--- src/rtl/cascade_digit_counter.sv ---
// Multi-digit cascaded counter for the clock/alarm datapath.
// Each DW-bit digit counts between 0 and its own limit. Up/down steps ripple
// from digit 0 upward. A parallel load clamps each digit to its limit.
// WRAP selects wrap-around or saturation at both ends of the range.
module cascade_digit_counter #(
  parameter int                   DIGITS = 4,
  parameter int                   DW     = 4,
  parameter logic [DIGITS*DW-1:0] LIMITS = 16'h5959,
  parameter logic [DIGITS*DW-1:0] INIT   = 16'h0000,
  parameter bit                   WRAP   = 1'b1
) (
  input  logic                 clk,
  input  logic                 reset,
  input  logic                 en,
  input  logic                 inc,
  input  logic                 dec,
  input  logic                 load,
  input  logic [DIGITS*DW-1:0] load_value,
  output logic [DIGITS*DW-1:0] value,
  output logic                 carry,
  output logic                 borrow,
  output logic                 at_zero
);

  localparam int             VW         = DIGITS * DW;
  localparam logic [DW-1:0]  ZERO_DIGIT = {DW{1'b0}};
  localparam logic [DW-1:0]  ONE_DIGIT  = {{(DW-1){1'b0}}, 1'b1};

  logic [VW-1:0]     value_r;
  logic [VW-1:0]     next_value_s;
  logic [DIGITS-1:0] at_lim_s;
  logic [DIGITS-1:0] is_zero_s;
  logic              all_lim_s;
  logic              all_zero_s;
  logic              up_step_s;
  logic              down_step_s;

  // A loaded digit never exceeds its limit.
  function automatic logic [DW-1:0] clamp_digit(input logic [DW-1:0] d,
                                                input logic [DW-1:0] lim);
    if (d > lim) begin
      return lim;
    end else begin
      return d;
    end
  endfunction

  // Per-digit end-of-range flags.
  for (genvar g = 0; g < DIGITS; g++) begin : g_flags
    assign at_lim_s[g]  = (value_r[g*DW +: DW] == LIMITS[g*DW +: DW]);
    assign is_zero_s[g] = (value_r[g*DW +: DW] == ZERO_DIGIT);
  end

  assign all_lim_s   = &at_lim_s;
  assign all_zero_s  = &is_zero_s;

  // Load has priority. Opposing inc/dec and en=0 both mean hold.
  assign up_step_s   = en & inc & ~dec & ~load;
  assign down_step_s = en & dec & ~inc & ~load;

  // Next-state computation. The ripple condition for digit i comes from the chain over digits below it.
  always_comb begin
    logic lim_chain;
    logic zero_chain;
    next_value_s = value_r;
    lim_chain    = 1'b1;
    zero_chain   = 1'b1;
    for (int i = 0; i < DIGITS; i++) begin
      if (load) begin
        next_value_s[i*DW +: DW] = clamp_digit(load_value[i*DW +: DW], LIMITS[i*DW +: DW]);
      end else if (up_step_s && (WRAP || !all_lim_s)) begin
        if (lim_chain) begin
          next_value_s[i*DW +: DW] = at_lim_s[i] ? ZERO_DIGIT
                                                 : value_r[i*DW +: DW] + ONE_DIGIT;
        end else begin
          next_value_s[i*DW +: DW] = value_r[i*DW +: DW];
        end
      end else if (down_step_s && (WRAP || !all_zero_s)) begin
        if (zero_chain) begin
          next_value_s[i*DW +: DW] = is_zero_s[i] ? LIMITS[i*DW +: DW]
                                                  : value_r[i*DW +: DW] - ONE_DIGIT;
        end else begin
          next_value_s[i*DW +: DW] = value_r[i*DW +: DW];
        end
      end else begin
        next_value_s[i*DW +: DW] = value_r[i*DW +: DW];
      end
      lim_chain  = lim_chain & at_lim_s[i];
      zero_chain = zero_chain & is_zero_s[i];
    end
  end

  // Count register. Reset loads INIT asynchronously and discards same-cycle steps and loads.
  always_ff @(posedge clk or posedge reset) begin
    if (reset) begin
      value_r <= INIT;
    end else begin
      value_r <= next_value_s;
    end
  end

  assign value   = value_r;
  // carry and borrow are suppressed while reset is asserted.
  assign carry   = ~reset & up_step_s & all_lim_s;
  assign borrow  = ~reset & down_step_s & all_zero_s;
  assign at_zero = all_zero_s;

endmodule

--- config.mk ---
export PLATFORM = sky130hd
export DESIGN_NAME = cascade_digit_counter
export DESIGN_NICKNAME = d
export VERILOG_FILES = /design/src/rtl/cascade_digit_counter.sv
export SDC_FILE = /design/constraint.sdc
export NUM_CORES = 1
export LEC_CHECK = 0
export BUFFER_PORTS_ARGS = -buffer_cell sky130_fd_sc_hd__buf_2
export CAP_MARGIN = 20
export CORE_MARGIN = 1
export CORE_UTILIZATION = 35
export CTS_CLUSTER_SIZE = 10
export DETAILED_ROUTE_END_ITERATION = 7
export PLACE_DENSITY = 0.64
export SYNTH_ARGS = -nofsm -noshare
export SYNTH_HDL_FRONTEND = slang
export SYNTH_SLANG_ARGS = --single-unit
--- constraint.sdc ---
create_clock -name clk -period 3.8 [get_ports clk]
set_input_delay 0.76 -clock clk [delete_from_list [all_inputs] [get_ports clk]]
set_output_delay 0.76 -clock clk [all_outputs]
set_load 0.01 [all_outputs]
==> flow_summary_export.csv <==
group,metric,value,unit
outcome,status,"completed",
layout,area_growth,16.9,%
worst_hold_path,hold_class,"in -> async",
route,drc,0,
sta,rsz0062_at_grt,"no",
layout,layout_common_cells,"buf_2, a21oi_1, nor2_1",
cts,cts_resized,0,
placement,io_buffers,40,
global_routing,grt_pass1_wl,6.46,mm
global_routing,grt_max_degree,23,
critical_path,path_class,"reg -> out",
placement,gp_congestion,0.826,
synth,synth_seq_cells,16,
sta,slew_viol_final,0,
route,viasPerCell,5.88,
job,cap_violations,0,
cts,cts_hold_buf,0,
sta,fmax,344,MHz
global_routing,first_global_vias,1368,
layout,layout_commonest_cell,"buf_2",
route,topRoutingLayerUsed,"met4",
pwr,combPwrFrac,0.356,
floorplan,io_pins,41,
floorplan,core,4030,µm²
placement,placed_area,1690,µm²
sta,fin_crit,2900,ps
route,wl_met2,1.81,mm
global_routing,grt_antenna_before_repair,0,
layout,nets,247,
global_routing,overflow,0,
floorplan,die_h,67.2,µm
critical_path,crit_fanout,15,
cts,cts_num_sinks,16,
cts,insertion_delay,250,ps
sta,hold_viol,0,
route,avgRoutedWirePerCell,14.2,µm
layout,drive_gt1_frac,0.228,
cts,cts_tree,"yes",
synth,synth_seq_area_share,0.269,
placement,dpl.hpwl,2.74,mm
route,dr.pass1.iters,4,
synth,async_reset_ff_frac,1.00,
sta,setup_viol,0,
critical_path,cp-end-kind,"primary output",
route,routed_wl,3.90,mm
layout,diodes,0,
pwr,power.density,389,nW/µm²
floorplan,design.die.area,4520,µm²
route,wl_met1,1.86,mm
pwr,seqPwrFrac,0.414,
sta,maxSlewHeadroom,0.575,
layout,fill_cells,413,
critical_path,arrival,2140,ps
floorplan,die_w,67.2,µm
sta,worst_pin_slew,638,ps
synth,synth_cell_types,55,
route,dr_total_vias,1610,
cts,clockBufferDepth,2,
placement,place_inst,270,
floorplan,row_count,23,
pwr,internal_power,0.000409,W
synth,netlist_instances,196,
cts,root_buffer,"clkbuf_8",
route,postRouteAntennaNets,0,
floorplan,initial_utilization,0.370,
cts,postCtsSetupRepairBufs,0,
pwr,leakage,0.740,nW
critical_path,required,3040,ps
pwr,clkPwrFrac,0.231,
cts,numCtsBuffers,3,
placement,dpl_worst_slack,1030,ps
synth,synth_area,1490,µm²
critical_path,startpoint_type,"register",
layout,final_cells,274,
synth,syn_nets,218,
pwr,p_total,0.000676,W
synth,yosysWarnings,0,
global_routing,grt_use_total,0.186,
route,wl_met3,186,µm
sta,min_period_over_period,0.764,
synth,avgSynthCellArea,7.60,µm²
synth,ys.flop_type,"dfrtp_1",
cts,htreeDepth,1,
sta,skew,3.87,ps
layout,largest_register_ffs,16,
layout,fin_area,1740,µm²
cts,clkTransAtPathRegs,70,ps
pwr,ir_drop,0.175,mV
pwr,switching_share,0.395,
sta,fin_ws,896,ps
sta,tns,0,ps
pwr,p_sw,0.000267,W
route,drt-initial-drc-count,94,
synth,synth_edf_count,0,
Yosys cell counts (all sizes together) (2+ instances only):
cell | count | area [µm²]
mux2 | 2 | 22.5
buf | 7 | 40.0
or4b | 2 | 20.0
xor2 | 4 | 35.0
o2bb2ai | 2 | 17.5
a22oi | 3 | 22.5
o211ai | 2 | 15.0
o311ai | 2 | 17.5
nor2 | 17 | 63.8
o21ai | 15 | 75.1
or4 | 3 | 22.5
a22o | 2 | 17.5
nor4 | 2 | 12.5
and3b | 2 | 17.5
or3 | 3 | 18.8
nand2 | 15 | 56.3
and2 | 2 | 12.5
clkbuf | 11 | 41.3
xnor2 | 2 | 17.5
mux2i | 2 | 20.0
nand2b | 3 | 18.8
or2 | 2 | 12.5
dfrtp | 16 | 400
a221oi | 2 | 17.5
a221o | 2 | 20.0
a31oi | 4 | 25.0
nand4 | 3 | 18.8
nand3 | 4 | 25.0
a21oi | 18 | 90.1
nor3 | 9 | 45.0
inv | 5 | 18.8
a21o | 2 | 15.0
a211oi | 4 | 30.0
o221ai | 2 | 17.5
o21a | 2 | 15.0
nand3b | 3 | 22.5
routing by layer:
metal / track usage / up-vias
met5: 0 / -
met4: 0.0612 / 0
met3: 0.0236 / 6
met2: 0.279 / 44
met1: 0.272 / 752
li1: - / 808
critical path, stage by stage (launching register included):
cell and delay, ps:
dfrtp_1 560, nor4_1 560, nand4_1 260, nor2_1 190, and4_1 200, buf_2 130
power by group through the flow:
stage	clock, W	combinational, W	sequential [W]
4_1_cts	0.000157	0.000241	0.000278
3_5_place_dp	0	0.000240	0.000282
5_1_grt	0.000166	0.000275	0.000290
3_3_place_gp	0	0.000240	0.000282
6_report	0.000156	0.000241	0.000280
2_1_floorplan	0	0.000214	0.000239
cell families after synthesis:
kind of cell              after synthesis  synth area share
and+or+nand+nor                        77             0.287
AOI/OAI and AO/OA                      70             0.313
buffers and inverters                  23            0.0672
DFF                                    16             0.269
xor gates and xnor gates                6            0.0353
muxes                                   4            0.0286
final cells by class:
class / instances / area [µm²] / area share
Clock buffer: 4 / 55.1 / 0.0316
Inverter: 5 / 18.8 / 0.0108
Tap cell: 50 / 62.6 / 0.0359
Timing Repair Buffer: 42 / 215 / 0.124
Sequential cell: 16 / 400 / 0.230
Multi-Input combinational cell: 157 / 988 / 0.568
final timing paths:
kind,from,endpoint,slack [ps],cells after the start
hold / removal,reset,value[8],520,3
hold reg to reg,value[15],value[15],620,1
min in group clk,value[15],value[15],620,1
setup / recovery,value[0],borrow,900,5
max in group asynchronous,reset,value[12],3080,3
setup reg to reg,value[0],value[11],1530,4
per-stage QoR:
stage / hold WS [ps] / util
3_5_place_dp: 617 / 0.418
3_3_place_gp: 614 / 0.418
5_1_grt: 549 / 0.432
2_1_floorplan: 584 / -
6_report: 523 / 0.432
4_1_cts: 532 / 0.432
Note: power is estimated with default switching activity, not from simulation.
